--- src/rtl/binary_bbox_detect_pkg.sv ---
// Shared definitions for the binarized-video measurement stages: FSM states and
// default image geometry.
package binary_bbox_detect_pkg;

   localparam int IMG_HDISP_DEFAULT = 640;
   localparam int IMG_VDISP_DEFAULT = 480;

   typedef enum logic [1:0] {
      IDLE   = 2'd0,
      ACTIVE = 2'd1,
      COMMIT = 2'd2
   } bbox_state_t;

endpackage

--- src/rtl/binary_bbox_detect_video_sync_edge.sv ---
// Registers vsync/href and flags their edges; reusable by any stream stage.
module video_sync_edge (
   input  logic clk,
   input  logic rst_n,
   input  logic i_vsync,
   input  logic i_href,
   output logic o_vsync_rise,
   output logic o_vsync_fall,
   output logic o_href_fall
);

   logic r_vsync_d;
   logic r_href_d;

   // Resetting the history high means a frame already running at reset
   // release never shows up as a rising edge.
   always_ff @(posedge clk or negedge rst_n) begin
      if (!rst_n) begin
         r_vsync_d <= 1'b1;
         r_href_d  <= 1'b1;
      end else begin
         r_vsync_d <= i_vsync;
         r_href_d  <= i_href;
      end
   end

   assign o_vsync_rise = i_vsync & ~r_vsync_d;
   assign o_vsync_fall = ~i_vsync & r_vsync_d;
   assign o_href_fall  = ~i_href & r_href_d;

endmodule

--- src/rtl/binary_bbox_detect.sv ---
// Per-frame foreground bounding box / pixel count with 1-clk video pass-through.
// Optional perimeter overlay of the previous box on post_img_Bit: BBOX_OVERLAY_EN.
module binary_bbox_detect
   import binary_bbox_detect_pkg::*;
#(
   parameter int IMG_HDISP  = IMG_HDISP_DEFAULT,
   parameter int IMG_VDISP  = IMG_VDISP_DEFAULT,
   parameter int CW         = 10,
   parameter int MIN_PIXELS = 16,
   parameter int PCW        = 19
) (
   input  logic           clk,
   input  logic           rst_n,
   input  logic           per_frame_vsync,
   input  logic           per_frame_href,
   input  logic           per_frame_clken,
   input  logic           per_img_Bit,
   output logic           post_frame_vsync,
   output logic           post_frame_href,
   output logic           post_frame_clken,
   output logic           post_img_Bit,
   output logic [CW-1:0]  box_x_min,
   output logic [CW-1:0]  box_x_max,
   output logic [CW-1:0]  box_y_min,
   output logic [CW-1:0]  box_y_max,
   output logic [PCW-1:0] box_pix_cnt,
   output logic           box_valid,
   output logic           frame_done
);

   localparam logic [CW:0]    LP_HDISP = (CW+1)'(IMG_HDISP);
   localparam logic [CW:0]    LP_VDISP = (CW+1)'(IMG_VDISP);
   localparam logic [PCW-1:0] LP_MINPX = PCW'(MIN_PIXELS);

   logic w_vs_rise, w_vs_fall, w_href_fall;
   bbox_state_t r_state, w_state_next;
   logic w_commit, w_start, w_pix, w_in_img, w_count, w_valid;
   logic r_rise_pend;
   // One spare bit so the counters can sit at IMG_HDISP/IMG_VDISP without wrapping.
   logic [CW:0]    r_col, r_row;
   logic [CW-1:0]  w_col, w_row;
   logic [CW-1:0]  r_x_min, r_x_max, r_y_min, r_y_max;
   logic [PCW-1:0] r_cnt;
   logic [CW-1:0]  r_box_x_min, r_box_x_max, r_box_y_min, r_box_y_max;
   logic [PCW-1:0] r_box_cnt;
   logic r_box_valid, r_frame_done;
   logic r_post_vsync, r_post_href, r_post_clken, r_post_bit;
   logic w_overlay;

   video_sync_edge u_sync_edge (
      .clk          (clk),
      .rst_n        (rst_n),
      .i_vsync      (per_frame_vsync),
      .i_href       (per_frame_href),
      .o_vsync_rise (w_vs_rise),
      .o_vsync_fall (w_vs_fall),
      .o_href_fall  (w_href_fall)
   );

   assign w_start  = w_vs_rise | r_rise_pend;
   assign w_pix    = per_frame_href & per_frame_clken;
   assign w_col    = r_col[CW-1:0];
   assign w_row    = r_row[CW-1:0];
   assign w_in_img = (r_col < LP_HDISP) && (r_row < LP_VDISP);
   assign w_count  = (r_state == ACTIVE) && !w_vs_fall && w_pix && per_img_Bit && w_in_img;
   assign w_valid  = (r_cnt >= LP_MINPX);

   always_ff @(posedge clk or negedge rst_n) begin
      if (!rst_n) r_state <= IDLE;
      else        r_state <= w_state_next;
   end

   always_comb begin
      w_state_next = r_state;
      w_commit     = 1'b0;
      case (r_state)
         IDLE:    if (w_start) w_state_next = ACTIVE;
         ACTIVE:  if (w_vs_fall) begin
                     w_state_next = COMMIT;
                     w_commit     = 1'b1;
                  end
         COMMIT:  w_state_next = IDLE;
         default: w_state_next = IDLE;
      endcase
   end

   // A rise seen outside IDLE (typically during COMMIT) is held for IDLE.
   always_ff @(posedge clk or negedge rst_n) begin
      if (!rst_n)                 r_rise_pend <= 1'b0;
      else if (r_state == IDLE)   r_rise_pend <= 1'b0;
      else if (w_vs_rise)         r_rise_pend <= 1'b1;
   end

   always_ff @(posedge clk or negedge rst_n) begin
      if (!rst_n) begin
         r_col   <= '0;
         r_row   <= '0;
         r_x_min <= '0;
         r_x_max <= '0;
         r_y_min <= '0;
         r_y_max <= '0;
         r_cnt   <= '0;
      end else if (r_state == IDLE) begin
         if (w_start) begin
            r_col   <= '0;
            r_row   <= '0;
            r_x_min <= '1;
            r_x_max <= '0;
            r_y_min <= '1;
            r_y_max <= '0;
            r_cnt   <= '0;
         end
      end else if (r_state == ACTIVE) begin
         if (w_href_fall) begin
            r_col <= '0;
            if (r_row < LP_VDISP) r_row <= r_row + 1'b1;
         end else if (w_pix && (r_col < LP_HDISP)) begin
            r_col <= r_col + 1'b1;
         end
         if (w_count) begin
            if (w_col < r_x_min) r_x_min <= w_col;
            if (w_col > r_x_max) r_x_max <= w_col;
            if (w_row < r_y_min) r_y_min <= w_row;
            if (w_row > r_y_max) r_y_max <= w_row;
            if (r_cnt != '1)     r_cnt   <= r_cnt + 1'b1;
         end
      end
   end

   // Results land on the edge entering COMMIT, so they are visible with frame_done.
   always_ff @(posedge clk or negedge rst_n) begin
      if (!rst_n) begin
         r_box_x_min  <= '0;
         r_box_x_max  <= '0;
         r_box_y_min  <= '0;
         r_box_y_max  <= '0;
         r_box_cnt    <= '0;
         r_box_valid  <= 1'b0;
         r_frame_done <= 1'b0;
      end else begin
         r_frame_done <= w_commit;
         if (w_commit) begin
            r_box_x_min <= w_valid ? r_x_min : '0;
            r_box_x_max <= w_valid ? r_x_max : '0;
            r_box_y_min <= w_valid ? r_y_min : '0;
            r_box_y_max <= w_valid ? r_y_max : '0;
            r_box_cnt   <= r_cnt;
            r_box_valid <= w_valid;
         end
      end
   end

`ifdef BBOX_OVERLAY_EN
   logic w_in_x, w_in_y, w_on_edge;
   assign w_in_x    = (w_col >= r_box_x_min) && (w_col <= r_box_x_max);
   assign w_in_y    = (w_row >= r_box_y_min) && (w_row <= r_box_y_max);
   assign w_on_edge = (w_in_x && ((w_row == r_box_y_min) || (w_row == r_box_y_max))) ||
                      (w_in_y && ((w_col == r_box_x_min) || (w_col == r_box_x_max)));
   assign w_overlay = r_box_valid && (r_state == ACTIVE) && w_pix && w_in_img && w_on_edge;
`else
   assign w_overlay = 1'b0;
`endif

   always_ff @(posedge clk or negedge rst_n) begin
      if (!rst_n) begin
         r_post_vsync <= 1'b0;
         r_post_href  <= 1'b0;
         r_post_clken <= 1'b0;
         r_post_bit   <= 1'b0;
      end else begin
         r_post_vsync <= per_frame_vsync;
         r_post_href  <= per_frame_href;
         r_post_clken <= per_frame_clken;
         r_post_bit   <= per_img_Bit | w_overlay;
      end
   end

   assign post_frame_vsync = r_post_vsync;
   assign post_frame_href  = r_post_href;
   assign post_frame_clken = r_post_clken;
   assign post_img_Bit     = r_post_bit;
   assign box_x_min        = r_box_x_min;
   assign box_x_max        = r_box_x_max;
   assign box_y_min        = r_box_y_min;
   assign box_y_max        = r_box_y_max;
   assign box_pix_cnt      = r_box_cnt;
   assign box_valid        = r_box_valid;
   assign frame_done       = r_frame_done;

endmodule

--- config.mk ---
export PLATFORM = sky130hd
export DESIGN_NAME = binary_bbox_detect
export DESIGN_NICKNAME = d
export VERILOG_FILES = /design/src/rtl/binary_bbox_detect_pkg.sv /design/src/rtl/binary_bbox_detect_video_sync_edge.sv /design/src/rtl/binary_bbox_detect.sv
export SDC_FILE = /design/constraint.sdc
export NUM_CORES = 1
export LEC_CHECK = 0
export BUFFER_PORTS_ARGS = -buffer_cell sky130_fd_sc_hd__buf_2
export CELL_PAD_IN_SITES_DETAIL_PLACEMENT = 1
export CELL_PAD_IN_SITES_GLOBAL_PLACEMENT = 2
export CORE_MARGIN = 4
export CORE_UTILIZATION = 42
export DETAILED_ROUTE_END_ITERATION = 8
export PLACE_DENSITY_LB_ADDON = 0.1
export SLEW_MARGIN = 15
export SYNTH_ARGS = -nofsm -noshare
export SYNTH_HDL_FRONTEND = slang
export SYNTH_SLANG_ARGS = --single-unit
export TNS_END_PERCENT = 5
--- constraint.sdc ---
create_clock -name clk -period 4.2 [get_ports clk]
set_input_delay 0 -clock clk [delete_from_list [all_inputs] [get_ports clk]]
set_output_delay 0 -clock clk [all_outputs]
set_load 0.1 [all_outputs]
# Word-level counts from Yosys, hierarchy flattened
# Index checks and enable logic that the tools add are counted.
[word_totals]
elab_cells = 114
regBits = 151
out_inout_bits = 65
in_bits = 6
[op_classes]
reduce_logical = 27
mux = 43
n_addsub = 3
n_lt_le_gt_ge = 7
n_eq_ne = 4
n_bitwise = 8
[ops]
columns = ["operator", "n"]
rows = [
  ["$mux 10", 22],
  ["$mux 11", 9],
  ["$mux 19", 5],
  ["$reduce_and 4->1", 6],
  ["$add 11x1->11 const B", 2],
  ["$gt 10x10->1", 2],
  ["$lt 10x10->1", 2],
  ["$reduce_bool 2->1", 10],
  ["$add 19x1->19 const B", 1],
  ["$ge 19x5->1 const B", 1],
  ["$ne 19x19->1 const B", 1],
  ["$lt 11x10->1 const B", 1],
  ["$lt 11x9->1 const B", 1],
  ["$logic_and 1x1->1", 6],
  ["$and 1x1->1", 4],
  ["$mux 1", 4],
  ["$mux 2", 2],
  ["$ne 2x2->1 const B", 2],
  ["$pmux 2 s2", 1],
  ["$not 1->1", 3],
  ["$reduce_and 3->1", 1],
  ["$reduce_bool 3->1", 1],
  ["$eq 2x1->1 const B", 1],
  ["$logic_not 2->1", 1],
  ["other kinds (3)", 3],
]

# Logic depth before layout (Yosys ltp)
[logic_depth]
word_depth = 10
depth_mapped = 9
depth_no_buf = 8

# By module
# A second synthesis with hierarchy kept.
[unflattened]
hier_cells = 744
area_unflattened_um2 = 7563.5
[by_module_without_submodules]
columns = ["module", "n_inst", "area_per_inst_um2", "cells_each", "seq_area_each_um2"]
rows = [
  ["binary_bbox_detect", 1, 7489.7, 739, 3728.6],
  ["video_sync_edge", 1, 73.8, 5, 52.6],
]

# Worst setup path after synthesis
# Ideal clock, no wire load.
[synth_path]
path_type = "register to register"
from = "register r_col[3]"
to = "register r_x_max[2]"
required_time_ns = 4.134
setup_time_ns = 0.066
path_buffers = 1
slack_ns = 2.104
path_stages_with_launch = 9
period_less_slack_ns = 2.096
arrival_ns = 2.030
path_cell_list = "dfrtp_1 -> ha_1 -> a21o_1 -> a21o_1 -> a2111oi_0 -> a211o_1 -> or2_1 -> buf_2 -> a22o_1"
[synth_via]
elab_chain_len = 5
elab_cells_between_ends = 7
classes_between = "order compare: 2; reduce/logical: 5"
[synth_rtl]
columns = ["element", "line_no", "rtl"]
rows = [
  ["start: declaration", "binary_bbox_detect.sv:40", "logic [CW:0] r_col, r_row;"],
  ["start signal: assignment", "binary_bbox_detect.sv:118", "r_col <= r_col + 1'b1;"],
  ["$lt 11x10->1", "binary_bbox_detect.sv:64", "assign w_in_img = (r_col < LP_HDISP) && (r_row < LP_VDISP);"],
  ["$logic_and 1x1->1", "binary_bbox_detect.sv:64", ""],
  ["$logic_and 1x1->1", "binary_bbox_detect.sv:65", "assign w_count = (r_state == ACTIVE) && !w_vs_fall && w_pix && per_img_Bit && w_in_img;"],
  ["$reduce_bool 2->1 (no line)", "--", ""],
  ["$reduce_and 4->1 (no line) (*)", "--", ""],
  ["end signal: assignment", "binary_bbox_detect.sv:122", "if (w_col > r_x_max) r_x_max <= w_col;"],
  ["end: declaration", "binary_bbox_detect.sv:42", "logic [CW-1:0] r_x_min, r_x_max, r_y_min, r_y_max;"],
]
# Mark *: on every way between the ends. The rest lies on a longest branch, timed or not.
# A chain may end at the register's enable or synchronous reset.

# Worst setup path in the final report
[layout_path]
from = "register r_col[7]"
to = "register r_x_max[0]"
# The elaborated chain is that of the path after synthesis.

==> results.toml <==
[cts]
cts.clk_slew.worst_paths_ns = 0.06
cts_root_buffer = "clkbuf_16"
cts_tree = "done"
clock_sinks = 151
cts.path.max_buffers = 2
cts-htree-levels = 4
clk_latency_ns = 0.43
cts_buffers = 17

[synthesis]
ys_ff_latch = 151
async_reset_ff_frac = 1.00
syn_nets = 720
synth_seq_area_share = 0.534
synth_top_area_frac = 0.527
synth_top_area_cell = "dfrtp_1"
ys_dominant_reg_cell = "dfrtp_1"
synth_most_common_cell = "dfrtp_1"
syn_area_sq_mm = 0.00708
yosysWarningCount = 0
syn_inst = 672
netlist_top_cells_area = "dfrtp_1 (53%), a22o_1 (7.5%), ha_1 (7.4%)"
synth_edf_count = 0
synth_cell_types = 55
synth_commonest_cells = "dfrtp_1 (149), nand2_1 (85), a22o_1 (61), nor2_1 (55), inv_1 (48)"
avgSynthCellArea_sq_um = 10.5

[layout]
area_delta_synth_final_pct = 17.7
design_area_sq_mm = 0.00833
drive_gt1_frac = 0.159
nets = 794
fillers = 1867
diodes = 0

[routing]
wl_um = 18300
viasPerCell = 5.50
drt-initial-drc-count = 235
antenna_left = 0
drt-wirelength-per-cell_um = 18.7
drt_first_pass_iters = 7
drc = 0
vias = 5381

[sta]
worstMarginPinSlew_ns = 0.929
grt_setup_unrepaired = "false"
slew_headroom = 0.379
min_period_ns = 2.62
hold_viol = 0
clock.fmax_ghz = 0.381
report.final.slew_viol_count = 0
period_share = 0.625
setup_violations = 0
clock_skew_ns = 0.00937
fin_setup_tns_ns = 0

[worst_setup_path]
worstReg2RegStart = "r_col[7]$_DFFE_PN0P_"
critPathRequiredTime_ns = 4.51
end_kind = "register"
reg2reg_to = "r_x_max[0]$_DFFE_PN0P_"
cp_slowest_stage_delay_ns = 0.59
critical_path_class = "register to register"
r2r_cells = 6
reg2reg_setup_slack_ns = 1.58
crit_slowest_cell = "o31ai_4"
worstPathCellList = "o21ai_0, nand4b_1, o31ai_4, nand2_2, or2_1, a22o_1"
arrival_ns = 2.93
startpoint_type = "register"
critPathMaxFanout = 15

[place]
hpwl_um = 12600
place_congestion = 0.837
placed_area_sq_mm = 0.00767
portBuffers = 70

[global_routing]
antenna_found_initial = 0
first_global_vias = 5784
grt_max_degree = 98
grt_pass1_wl_um = 30500
grt_usage = 0.206
grt_overflow = 0

[die]
num_io_pins = 71
die_w_um = 138
core_area_sq_mm = 0.0165
die_area_sq_mm = 0.0190
row_count = 47
start_util = 0.428
die_y_um = 138

[power_and_ir_drop]
leakagePower_uw = 0.00427
irDropWorstVdd_mv = 0.390
p_per_area_mw_per_mm2 = 542

[job]
maxCapViolations = 0

[status]
status = "completed"

[worst_hold_path]
hold_path.class = "primary input to asynchronous set/reset pin"
-- layout make-up --
| class | instances | area (sq um) | share of cell area |
|---|---|---|---|
| sequential | 151 | 3780 | 0.454 |
| tap | 220 | 275 | 0.0330 |
| timing repair buffer | 80 | 444 | 0.0533 |
| clock inverter | 13 | 154 | 0.0185 |
| inverter | 49 | 184 | 0.0221 |
| clock buffer | 19 | 453 | 0.0544 |
| multi-input combinational | 447 | 3040 | 0.365 |
-- cells by family (layout without fill, tap and decap cells) --
| logic type | Yosys count | count (layout) | share of synthesized area |
|---|---|---|---|
| muxes | 3 | 3 | 0.00442 |
| AOI/OAI and AO/OA | 142 | 142 | 0.156 |
| and+or+nand+nor | 236 | 236 | 0.162 |
| buffers and inverters | 74 | 161 | 0.0401 |
| DFF | 151 | 151 | 0.534 |
| xor gates and xnor gates | 24 | 24 | 0.0297 |
| adders and majority gates | 42 | 42 | 0.0742 |
-- sequential cells by signal (all words and copies together) (netlist names) --
name                   count
box_pix_cnt               19
box_valid                  1
box_x_max                 10
box_x_min                 10
box_y_max                 10
box_y_min                 10
frame_done                 1
post_frame_clken           1
post_frame_href            1
post_frame_vsync           1
post_img_Bit               1
r_cnt                     19
r_col                     11
r_rise_pend                1
r_row                     11
r_state                    2
r_x_max                   10
r_x_min                   10
r_y_max                   10
r_y_min                   10
u_sync_edge.r_href_d       1
u_sync_edge.r_vsync_d      1
-- cell usage in the layout, fill, tap and decap left out, types with 5 or more instances in the layout --
cell type,n
dfrtp_1,149
nand2_1,84
buf_2,69
a22o_1,61
nor2_1,54
inv_1,48
ha_1,42
a21oi_1,21
nand4_1,20
clkbuf_16,17
xor2_1,14
o21a_1,12
and3_1,12
o21ai_0,11
nand3_1,11
nor3_1,10
xnor2_1,10
nor2b_1,9
o22a_1,9
a21o_1,8
clkinv_2,5
dlygate4sd3_1,5
buf_4,5
-- per-layer routing --
layer  vias to the layer above  track usage  part of all wire
li1                       2518            -                 -
met1                      2755        0.266              0.45
met2                        88        0.351              0.50
met3                        20       0.0394             0.036
met4                         0       0.0642             0.012
met5                         -            0                 0
-- critical path: cells and delay by family (launching register included) --
kind	cells	cell delay (ns)
and+or+nand+nor	3	0.92
AOI/OAI and AO/OA	3	1.10
DFF	1	0.49
-- what timing repair did --
| action | 4_1_cts | 5_1_grt |
|---|---|---|
| resized for setup | 0 | 0 |
| hold buffers | 5 | 0 |
| setup endpoints to repair | 0 | 0 |
| buffers inserted | 0 | 0 |
| hold endpoints to repair | 101 | 0 |
-- per-stage QoR --
step	worst slack [ns]	power [uW]	instances	hold WS (ns)	utilization
2_1_floorplan	2.10	2610	672	-0.296	-
6_report	1.58	4510	979	0.229	0.504
4_1_cts	1.54	4580	979	0.259	0.504
5_1_grt	1.36	4770	979	0.276	0.504
3_3_place_gp	1.66	2920	942	0.153	0.464
3_5_place_dp	1.58	2970	942	0.160	0.464
-- power breakdown --
group | total (uW) | internal [uW] | switching (uW)
clock | 1570 | 960 | 612
combinational | 1140 | 346 | 792
sequential | 1800 | 1610 | 190
total | 4510 | 2920 | 1590
-- how the worst max path moves through the flow --
stage | from | endpoint | slack, ns | depth (start not counted)
finish | r_col[7]$_DFFE_PN0P_ | r_x_max[0]$_DFFE_PN0P_ | 1.58 | 6
CTS | r_col[7]$_DFFE_PN0P_ | r_x_max[0]$_DFFE_PN0P_ | 1.54 | 6
detailed placement | r_col[7]$_DFFE_PN0P_ | r_x_max[1]$_DFFE_PN0P_ | 1.58 | 6
global placement | r_col[7]$_DFFE_PN0P_ | r_x_max[5]$_DFFE_PN0P_ | 1.66 | 6
floorplan | r_col[3]$_DFFE_PN0P_ | r_x_max[2]$_DFFE_PN0P_ | 2.10 | 8
global route | r_col[7]$_DFFE_PN0P_ | r_x_max[0]$_DFFE_PN0P_ | 1.36 | 6
No activity file was read; power rests on OpenSTA's default activity.
